==> src/rtl/sub_pkg.sv <==
// Shared definitions for the serial subtractor family: FSM state encoding
// and the counter-width helper used to size the bit counter.
package sub_pkg;

    // Operation phases of the bit-serial subtractor.
    typedef enum logic [1:0] {
        IDLE  = 2'b00,
        SHIFT = 2'b01,
        DONE  = 2'b10
    } state_t;

    // Bits needed to count 0 .. n-1; never less than one so that the
    // counter stays a real vector at the smallest legal width.
    function automatic int clog2(input int n);
        int r;
        int v;
        r = 0;
        v = n - 1;
        while (v > 0) begin
            r = r + 1;
            v = v >> 1;
        end
        if (r < 1) begin
            r = 1;
        end
        return r;
    endfunction

endpackage : sub_pkg

==> src/rtl/full_subtractor_1.sv <==
// One-bit full subtractor: d = a - b - bin, bout set when the bit
// position had to borrow from the next higher position.
module full_subtractor_1 (
    input  logic a,
    input  logic b,
    input  logic bin,
    output logic d,
    output logic bout
);

    // Difference is the plain parity of the three inputs.
    assign d    = a ^ b ^ bin;

    // Borrow when a=0,b=1 outright, or when a==b and a borrow is pending.
    assign bout = (~a & b) | (~(a ^ b) & bin);

endmodule : full_subtractor_1

==> src/rtl/serial_ripple_subtractor.sv <==
// Bit-serial subtractor: X - Y - Borrowin, one bit per clock, LSB first,
// through a single full-subtractor cell and a registered borrow. Operands
// are taken on a start in IDLE; results are registered and held until the
// next operation completes.
module serial_ripple_subtractor
    import sub_pkg::*;
#(
    parameter int chainnumber = 8
) (
    input  logic                   clk1,
    input  logic                   rst,
    input  logic                   start,
    input  logic [chainnumber-1:0] X,
    input  logic [chainnumber-1:0] Y,
    input  logic                   Borrowin,
    output logic                   busy,
    output logic                   done,
    output logic [chainnumber-1:0] Difference,
    output logic                   Borrowout,
    output logic                   Overflow
);

    localparam int cw = clog2(chainnumber);

    typedef logic [cw-1:0] cnt_t;

    localparam cnt_t last_cnt = cnt_t'(chainnumber - 1);

    state_t                 state;
    logic [chainnumber-1:0] xsh;
    logic [chainnumber-1:0] ysh;
    // Holds the already-computed difference bits. The bit produced on the
    // final edge goes straight into Difference, so only chainnumber-1 bits
    // ever need to wait here.
    logic [chainnumber-2:0] dsh;
    logic                   brw;
    cnt_t                   cnt;
    logic                   xmsb;
    logic                   ymsb;

    logic                   d;
    logic                   b;
    logic [chainnumber-1:0] dsh_next;

    // The single arithmetic cell, fed from the LSBs of the operand shifters.
    full_subtractor_1 u_cell (
        .a    (xsh[0]),
        .b    (ysh[0]),
        .bin  (brw),
        .d    (d),
        .bout (b)
    );

    // New difference bit enters at the MSB; the full-width view is what
    // Difference receives on the last bit.
    assign dsh_next = {d, dsh};

    // Sequencer, operand/result shifters and registered outputs.
    // NOTE: every register here uses <= so all updates on an edge see the
    // pre-edge values; a blocking = would let later lines read new values.
    always_ff @(posedge clk1 or posedge rst) begin
        if (rst) begin
            state      <= IDLE;
            busy       <= 1'b0;
            done       <= 1'b0;
            xsh        <= '0;
            ysh        <= '0;
            dsh        <= '0;
            brw        <= 1'b0;
            cnt        <= '0;
            xmsb       <= 1'b0;
            ymsb       <= 1'b0;
            Difference <= '0;
            Borrowout  <= 1'b0;
            Overflow   <= 1'b0;
        end else begin
            case (state)
                IDLE: begin
                    done <= 1'b0;
                    busy <= 1'b0;
                    if (start) begin
                        xsh   <= X;
                        ysh   <= Y;
                        brw   <= Borrowin;
                        xmsb  <= X[chainnumber-1];
                        ymsb  <= Y[chainnumber-1];
                        cnt   <= '0;
                        busy  <= 1'b1;
                        state <= SHIFT;
                    end
                end

                SHIFT: begin
                    dsh <= dsh_next[chainnumber-1:1];
                    xsh <= {1'b0, xsh[chainnumber-1:1]};
                    ysh <= {1'b0, ysh[chainnumber-1:1]};
                    brw <= b;
                    cnt <= cnt + cnt_t'(1);
                    if (cnt == last_cnt) begin
                        Difference <= dsh_next;
                        Borrowout  <= b;
                        // Signed overflow: operands of opposite sign and the
                        // result sign differs from the minuend's sign.
                        Overflow   <= (xmsb != ymsb) && (d != xmsb);
                        done       <= 1'b1;
                        state      <= DONE;
                    end
                end

                DONE: begin
                    done  <= 1'b0;
                    busy  <= 1'b0;
                    state <= IDLE;
                end

                default: begin
                    done  <= 1'b0;
                    busy  <= 1'b0;
                    state <= IDLE;
                end
            endcase
        end
    end

endmodule : serial_ripple_subtractor

==> config.mk <==
export PLATFORM = sky130hd
export DESIGN_NAME = serial_ripple_subtractor
export DESIGN_NICKNAME = d
export VERILOG_FILES = /design/src/rtl/sub_pkg.sv /design/src/rtl/full_subtractor_1.sv /design/src/rtl/serial_ripple_subtractor.sv
export SDC_FILE = /design/constraint.sdc
export NUM_CORES = 1
export LEC_CHECK = 0
export CORE_UTILIZATION = 47
export CTS_CLUSTER_DIAMETER = 100
export DETAILED_ROUTE_END_ITERATION = 8
export PLACE_DENSITY_LB_ADDON = 0.15
export SKIP_LAST_GASP = 1
export SLEW_MARGIN = 5
export SYNTH_ARGS = -nofsm -noshare
export SYNTH_HDL_FRONTEND = slang
export SYNTH_SLANG_ARGS = --single-unit
==> constraint.sdc <==
create_clock -name clk1 -period 1.6 [get_ports clk1]
set_clock_uncertainty 0.1 [all_clocks]
set_input_delay 0.32 -clock clk1 [delete_from_list [all_inputs] [get_ports clk1]]
set_output_delay 0.32 -clock clk1 [all_outputs]
set_load 0.03 [all_outputs]
=== After elaboration in Yosys (flattened, before gate mapping) ===
Cells that the tools add are included.

* Register bits after elaboration: 43
* Input port bits: 20
* Output and inout bits: 12

* Add/subtract/negate cells: 1
* Equality and inequality tests: 6
* Mux-type cells: 15
* Bitwise operators: 7
* Reduce and logical (&&, ||, !) cells: 7

{| class="wikitable"
|+ Operators with widths
! cell !! count
|-
| $pmux 8 s2 || 2
|-
| $mux 8 || 2
|-
| $reduce_and 2->1 || 4
|-
| $pmux 3 s2 || 1
|-
| $mux 1 || 4
|-
| $mux 2 || 2
|-
| $ne 2x2->1 const B || 2
|-
| $pmux 1 s2 || 2
|-
| $pmux 2 s2 || 1
|-
| $add 3x1->3 const B || 1
|-
| $eq 3x3->1 const B || 1
|-
| $mux 3 || 1
|-
| $and 1x1->1 || 2
|-
| $eq 2x1->1 const B || 1
|-
| $logic_not 2->1 || 1
|-
| $ne 1x1->1 || 2
|-
| $not 1->1 || 2
|-
| $reduce_bool 2->1 || 1
|-
| $xor 1x1->1 || 2
|-
| $logic_and 1x1->1 || 1
|-
| $or 1x1->1 || 1
|}

=== Logic depth before layout (Yosys ltp) ===
Gate-level depths: netlist (run 1).

* Depth after elaboration: 5
* Gate-level depth with buffers: 6
* Gate-level depth less buffers: 5

=== Hierarchy ===
A second synthesis (run 1) with hierarchy kept.

* Cells, all modules: 155
* Area total of the unflattened synthesis: 1835.5 µm²

{| class="wikitable"
|+ By module, submodules not included
! module !! times used !! cells an instance !! area each (µm²) !! sequential area each (µm²)
|-
| serial_ripple_subtractor || 1 || 151 || 1804.2 || 1076.0
|-
| full_subtractor_1 || 1 || 4 || 31.3 || 0.0
|}

=== Least setup slack after synthesis (run 1) ===
Ideal clock, no wire load.

* Path type: register -> register
* Start point: register cnt[0]
* End point: register Difference[0]
* Library setup time: 0.125 ns
* Arrival: 1.310 ns
* Data required time: 1.375 ns
* Setup slack: 0.065 ns
* Stages on the path, launching flop included: 6
* Buffers on the path: 1
* Clock period less this slack: 1.535 ns
* Cell sequence: dfrtp_1 ha_1 ha_1 nand3b_4 buf_6 mux2_4

* Longest elaborated chain between the ends: 2

{| class="wikitable"
|+ RTL lines
! item !! line !! text
|-
| start: declaration || serial_ripple_subtractor.sv:37 || <nowiki>cnt_t cnt;</nowiki>
|-
| start signal: assignment || serial_ripple_subtractor.sv:98 || <nowiki>cnt <= cnt + cnt_t'(1);</nowiki>
|-
| $eq 3x3->1 || serial_ripple_subtractor.sv:99 || <nowiki>if (cnt == last_cnt) begin</nowiki>
|-
| $reduce_and 2->1 (no line) || -- ||
|-
| end signal: assignment || serial_ripple_subtractor.sv:100 || <nowiki>Difference <= dsh_next;</nowiki>
|-
| end: declaration || serial_ripple_subtractor.sv:18 || <nowiki>output logic [chainnumber-1:0] Difference,</nowiki>
|}

No other way between the ends.
A chain may end at the register's enable or synchronous reset.

=== Worst setup path in the final report (run 1) ===
* Start point: register brw
* End point: register Overflow

* Longest elaborated chain between the ends: 3

{| class="wikitable"
|+ RTL lines
! item !! line !! text
|-
| start: declaration || serial_ripple_subtractor.sv:36 || <nowiki>logic brw;</nowiki>
|-
| start signal: assignment || serial_ripple_subtractor.sv:84 || <nowiki>brw <= Borrowin;</nowiki>
|-
| $xor 1x1->1 || full_subtractor_1.sv:12 || <nowiki>assign d = a ^ b ^ bin;</nowiki>
|-
| net d || serial_ripple_subtractor.sv:41 || <nowiki>logic d;</nowiki>
|-
| $ne 1x1->1 || serial_ripple_subtractor.sv:104 || <nowiki>Overflow <= (xmsb != ymsb) && (d != xmsb);</nowiki>
|-
| $logic_and 1x1->1 || serial_ripple_subtractor.sv:104 ||
|-
| end signal: assignment || serial_ripple_subtractor.sv:104 ||
|-
| end: declaration || serial_ripple_subtractor.sv:20 || <nowiki>output logic Overflow</nowiki>
|}

The timed path passes the listed nets, and every way through them passes these cells.

==> results of run 1 <==
## layer usage
layer  vias to the layer above  routed length, um  global-route usage
met4                         0                 50              0.0652
met5                         -                  0                   0
li1                        624                  -                   -
met3                         6                135              0.0573
met1                       629               1580               0.247
met2                        29               1690               0.299
## state kept, by name (all words and copies together) (netlist names)
register and flops:
Difference 8, xsh 8, ysh 8, dsh 7, cnt 3, state 2, Borrowout 1, Overflow 1
brw 1, busy 1, done 1, xmsb 1, ymsb 1
## where the power goes
part	switching, W	total (W)	internal, W	leakage, nW
Sequential	0.000314	0.00190	0.00158	0.532
Combinational	0.000959	0.00194	0.000981	0.560
Clock	0.000356	0.000660	0.000305	0.0412
## synthesized netlist by cell type
library cell  count
o21ai_0          17
clkbuf_1          1
buf_4             2
nor2b_1           3
a21oi_1          12
fa_1              1
o21bai_1          1
mux2_2           13
inv_1             4
and2b_2           1
nand3b_4          1
o21a_1            1
nor3b_1           1
a22o_1            4
dfrtp_1          43
mux2_4            5
nand2_1          18
ha_1              2
buf_2             4
nor2_1            1
buf_6             3
and3b_1           8
a22oi_1           6
nand2b_1          2
## placed cells by master (no fill, tap or decap), drive strengths merged, types with 6 or more instances in the layout
cell type       n
o21ai          17
buf            15
mux2           18
a21oi          12
clkbuf          6
a22oi           6
dlygate4sd2    12
nand2          18
dfrtp          43
and3b           8
clkdlybuf4s50  19
## layout make-up
cell class	instances	area (um^2)	area share
clock buffers	6	72.6	0.0302
clock inverters	2	12.5	0.00521
inverters	4	15.0	0.00626
multi-input cells	98	729	0.304
flip-flops and latches	43	1080	0.449
well taps	48	60.1	0.0250
repair buffers	46	433	0.180
## cell families after synthesis
kind of cell             Yosys count
AO/OA/AOI/OAI                     41
adder cells (fa/ha/maj)            3
buffers and inverters             14
flip-flops                        43
multiplexers                      18
AND/OR/NAND/NOR                   35
## repair_timing
action / 4_1_cts / 5_1_grt
hold buffers: 0 / 0
cloned: 0 / 1
pin swaps: 0 / 1
resized for setup: 12 / 3
endpoints found under the setup margin: 12 / 5
## path summary, 6_finish.rpt
path | endpoint | from | slack, ns
setup reg to reg | Overflow$_DFFE_PP0P_ | brw$_DFFE_PP0P_ | 0.03
setup / recovery | Overflow$_DFFE_PP0P_ | brw$_DFFE_PP0P_ | 0.03
hold reg to reg | Borrowout$_DFFE_PP0P_ | Borrowout$_DFFE_PP0P_ | 0.38
hold / removal | ysh[4]$_DFFE_PP0P_ | rst | 0.28
min in group clk1 | Borrowout$_DFFE_PP0P_ | Borrowout$_DFFE_PP0P_ | 0.38
max in group asynchronous | state[0]$_DFFE_PP0P_ | rst | 0.89
## through the flow
stage / worst slack, ns / power, W / TNS (ns) / hold slack (ns)
2_1_floorplan: 0.0649 / 0.00325 / 0 / 0.349
3_3_place_gp: -0.125 / 0.00387 / -0.889 / 0.362
3_5_place_dp: -0.175 / 0.00397 / -1.32 / 0.373
4_1_cts: 0.00413 / 0.00453 / 0 / 0.293
5_1_grt: -0.0389 / 0.00482 / -0.0389 / 0.304
6_report: 0.0331 / 0.00450 / 0 / 0.283
## worst max-delay path: stages, from the launching register on
cell and delay, ns:
dfrtp_1 0.35, inv_1 0.06, fa_1 0.53, nor2b_1 0.16
a21oi_1 0.18, o21ai_1 0.08
==> flow_metrics.env, run 1 <==
export IMPL_ys_seq_area_frac=0.573
export IMPL_fmax_ghz=0.638
export IMPL_num_vias=1288
export IMPL_clk_latency_ns=0.29
export IMPL_p_per_area_nw_per_um2=1870
export IMPL_yosys_area_top_type="dfrtp_1"
export IMPL_slew_violations=0
export IMPL_ant_nets=0
export IMPL_synth_fa_ha_area_frac=0.0240
export IMPL_clk_pin_slew_ns=0.08
export IMPL_netlist_area_um2=1880
export IMPL_htreeDepth=2
export IMPL_ys_warn_count=0
export IMPL_clk_root_buffer_cell="clkbuf_8"
export IMPL_vias_per_cell=5.21
export IMPL_path_max_fanout=4
export IMPL_syn_to_final_growth_pct=27.7
export IMPL_fillers=300
export IMPL_place_congestion=0.798
export IMPL_cp_arrival_ns=1.65
export IMPL_grt_max_degree=44
export IMPL_wirelength_um=3460
export IMPL_dp_cells=238
export IMPL_hold_viol_final=0
export IMPL_synth_top_family_by_area="compound AO/OA/AOI/OAI gates"
export IMPL_critPathLaunchType="register"
export IMPL_fp_row_count=22
export IMPL_post_synth_and_or_nand_nor_area_fraction=0.111
export IMPL_layout_drive_gt1_share=0.226
export IMPL_postPlaceCellArea_um2=2310
export IMPL_fin_area_um2=2400
export IMPL_worstHoldPathType="in -> async"
export IMPL_drc=0
export IMPL_cts_buffer_depth=2
export IMPL_p_leak_nw=1.13
export IMPL_synth_compound_area_share=0.128
export IMPL_vdd_ir_drop_max_mv=0.791
export IMPL_ys_ff_latch=43
export IMPL_antenna_found_initial=0
export IMPL_fin_nets=221
export IMPL_rsz0062_at_grt="true"
export IMPL_max_slew_margin=0.795
export IMPL_n_antenna_cell=0
export IMPL_wl_per_cell_um=14.0
export IMPL_cap_violations=0
export IMPL_fin_crit_sh=0.979
export IMPL_syn_inst=154
export IMPL_grt_pass1_vias=1307
export IMPL_dr_first_iter_drc_count=61
export IMPL_synth_area_top_cells="dfrtp_1 57%, mux2_2 7.8%, o21ai_0 4.5%, mux2_4 4.0%, and3b_1 3.7%"
export IMPL_tightest_slew_ns=0.309
export IMPL_pin_count=32
export IMPL_dr_pass1_iters=4
export IMPL_r2r_cells=5
export IMPL_crit_type="reg -> reg"
export IMPL_tritoncts="yes"
export IMPL_synth_avg_cell_area_um2=12.2
export IMPL_synth_xor_area_share=0
export IMPL_cts_inserted_buffers=5
export IMPL_utilization=0.641
export IMPL_postSynthNetCount=177
export IMPL_fin_cells=247
export IMPL_grtUsageTotal=0.189
export IMPL_grt_ovfl_total=0
export IMPL_core_um2=3740
export IMPL_setup_viol=0
export IMPL_die_w_um=65.2
export IMPL_fin_crit_ns=1.57
export IMPL_grt_first_pass_wirelength_um=6030
export IMPL_dpl_hpwl_um=2500
export IMPL_start_util=0.502
export IMPL_die_area_um2=4260
export IMPL_cts_sinks=43
export IMPL_synth_top_area_frac=0.573
export IMPL_cp_end_kind="register"
export IMPL_outcome="finished clean"
export IMPL_post_cts_buffers=0
export IMPL_ys_types=24
export IMPL_port_buffers=31
export IMPL_synthMuxAreaShare=0.118
export IMPL_die_y_um=65.2
export IMPL_required_ns=1.68
(Power assumes the default switching activity.)
==> run 2, diff against run 1 <==
- CAP_MARGIN: default -> 20
==> results of run 2 <==
No change in the layout: final DEF, timing and power equal those of run 1.
==> run 3, diff against run 2 <==
- ABC_AREA: default -> 1
- CORE_ASPECT_RATIO: default -> 0.75
==> run 3 against run 2 <==
Effect of this change:
- utilization down 0.72 points
- setup slack gained 0.072 ns
- total power rose by 4.0%
- critical path type is now reg -> out
- largest cell class unchanged
==> flow_metrics.env, run 3 <==
export IMPL_synth_edf_count=0
export IMPL_vdd_ir_drop_max_mv=1.03
export IMPL_n_antenna_cell=0
export IMPL_synth_top_area_frac=0.554
export IMPL_required_ns=1.18
export IMPL_setup_viol=0
export IMPL_cp_arrival_ns=1.07
export IMPL_core_um2=3800
export IMPL_critPathLaunchType="register"
export IMPL_hold_viol_final=0
export IMPL_dr_first_iter_drc_count=116
export IMPL_syn_to_final_growth_pct=24.1
export IMPL_r2r_cells=7
export IMPL_ant_nets=0
export IMPL_grt_pass1_vias=1441
export IMPL_ys_warn_count=0
export IMPL_r2r_end="Overflow$_DFFE_PP0P_"
export IMPL_cap_violations=0
export IMPL_ys_seq_area_frac=0.554
export IMPL_largestRegisters="Difference x8, xsh x8, ysh x8"
export IMPL_fin_crit_ns=1.49
export IMPL_r2r_start="ysh[0]$_DFFE_PP0P_"
export IMPL_dr_pass1_iters=4
export IMPL_grt_ovfl_total=0
export IMPL_synth_flop_cell="dfrtp_1"
export IMPL_clk_root_buffer_cell="clkbuf_8"
export IMPL_whs_ns=0.275
export IMPL_final_common_cell="nand2_1"
export IMPL_path_max_fanout=2
export IMPL_ys_types=17
export IMPL_async_reset_ff_frac=1.00
export IMPL_pin_count=32
export IMPL_netlist_area_um2=1940
export IMPL_cts_sinks=43
export IMPL_port_buffers=31
export IMPL_cts_buffer_depth=2
export IMPL_place_congestion=0.764
export IMPL_fin_cells=317
export IMPL_cp_end_kind="output pin"
export IMPL_die_area_um2=4400
export IMPL_clk_latency_ns=0.30
export IMPL_syn_inst=230
export IMPL_fin_crit_sh=0.934
export IMPL_fillers=348
export IMPL_num_vias=1521
export IMPL_die_w_um=76.2
export IMPL_grt_first_pass_wirelength_um=6540
export IMPL_dpl_hpwl_um=2520
export IMPL_drc=0
export IMPL_crit_type="reg -> out"
export IMPL_slew_violations=0
export IMPL_regToRegSetupSlack_ns=0.13
export IMPL_cpLargestDelayFamily="buffers and inverters"
export IMPL_wl_per_cell_um=11.7
export IMPL_crit_chain="dlygate4sd2_1"
export IMPL_wirelength_um=3720
export IMPL_postSynthNetCount=253
export IMPL_cp_depth=1
export IMPL_p_leak_nw=1.29
export IMPL_outcome="finished clean"
export IMPL_vias_per_cell=4.80
export IMPL_critPathSlowestCell="dlygate4sd2_1"
export IMPL_layout_drive_gt1_share=0.109
export IMPL_synth_area_top_cells="dfrtp_1 55%, nand2_1 21%, nand3_1 4.6%, o21ai_2 4.1%, o21ai_0 3.3%"
export IMPL_start_util=0.511
export IMPL_dp_cells=309
export IMPL_fmax_ghz=0.669
export IMPL_grtUsageTotal=0.195
export IMPL_fp_row_count=19
export IMPL_max_slew_margin=0.789
export IMPL_tightest_slew_ns=0.316
export IMPL_rsz0062_at_grt="false"
export IMPL_antenna_found_initial=0
export IMPL_yosys_area_top_type="dfrtp_1"
export IMPL_htreeDepth=2
export IMPL_mostFrequentLayoutCells="108 x nand2_1, 43 x dfrtp_1, 19 x clkdlybuf4s50_1, 18 x nand3_1, 16 x inv_1"
export IMPL_yosysMostFrequentCell="nand2_1"
export IMPL_utilization=0.634
export IMPL_clk_pin_slew_ns=0.08
export IMPL_worstHoldPathType="in -> async"
export IMPL_hold_buffers=0
export IMPL_p_per_area_nw_per_um2=1940
export IMPL_cts_inserted_buffers=5
export IMPL_synth_avg_cell_area_um2=8.45
export IMPL_ys_ff_latch=43
export IMPL_grt_max_degree=44
export IMPL_fin_nets=287
export IMPL_setup_tns_ns=0
export IMPL_max_stage_delay_ns=0.41
export IMPL_die_y_um=57.7
export IMPL_cp_num_buf_inv=1
export IMPL_tritoncts="yes"
export IMPL_ys_top_cells_by_count="108 x nand2_1, 43 x dfrtp_1, 18 x nand3_1, 16 x inv_1, 13 x o21ai_0"
## run 3: cell types whose count changed in the layout (fill, tap and decap cells not counted), moves of 4 or more
cell	before	now
inv_1	4	16
a22oi_1	6	0
a21oi_1	12	0
nand2_1	18	108
a22o_1	4	0
mux2_2	13	0
buf_4	13	5
nand3_1	0	18
o21ai_2	0	9
mux2_4	5	0
and3b_1	8	0
## run 3: worst max-delay path by stage
stage                         start                    end  slack (ns)
6_report       Overflow$_DFFE_PP0P_               Overflow        0.11
5_1_grt          ysh[0]$_DFFE_PP0P_   Overflow$_DFFE_PP0P_        0.03
4_1_cts        Overflow$_DFFE_PP0P_               Overflow        0.09
3_5_place_dp                  start     ysh[0]$_DFFE_PP0P_         0.1
3_3_place_gp                  start     xsh[7]$_DFFE_PP0P_        0.14
2_1_floorplan                   rst  Borrowout$_DFFE_PP0P_        0.18
## run 3: cell families after synthesis
kind of cell    after synthesis  synth area share
fa+ha+maj                     3            0.0232
compound gates               22            0.0741
buf+inv                      29            0.0715
flops                        43             0.554
simple gates                133             0.278
## run 3: area by class of cell
| cell class | instances | area [um^2] | share of cell area |
|---|---|---|---|
| flip-flops and latches | 43 | 1080 | 0.446 |
| inverters | 19 | 71.3 | 0.0296 |
| clock buffers | 6 | 82.6 | 0.0343 |
| clock inverters | 2 | 35.0 | 0.0145 |
| well taps | 52 | 65.1 | 0.0270 |
| multi-input cells | 158 | 728 | 0.302 |
| repair buffers | 37 | 353 | 0.146 |
## run 3: power breakdown
part	total (W)	switching (W)	internal, W
combinational	0.00197	0.00126	0.000706
clock	0.000872	0.000367	0.000505
sequential	0.00183	0.000274	0.00156
## run 3: per-layer routing
layer	GRT usage	vias up	wire, um
li1	-	778	-
met1	0.289	709	1970
met2	0.272	29	1540
met3	0.0488	5	149
met4	0.0907	0	58
met5	0	-	0
## run 3: through the flow
stage / cell area, um^2 / setup WS [ns] / power (W)
4_1_cts: 2410 / 0.0929 / 0.00472
3_5_place_dp: 2310 / 0.0989 / 0.00393
3_3_place_gp: 2310 / 0.137 / 0.00387
2_1_floorplan: 1940 / 0.177 / 0.00333
5_1_grt: 2410 / 0.0337 / 0.00508
6_report: 2410 / 0.105 / 0.00468
## run 3: what timing repair did
item,in CTS,in global routing
setup buffers,0,0
endpoints found under the setup margin,12,0
gates resized for setup,12,0
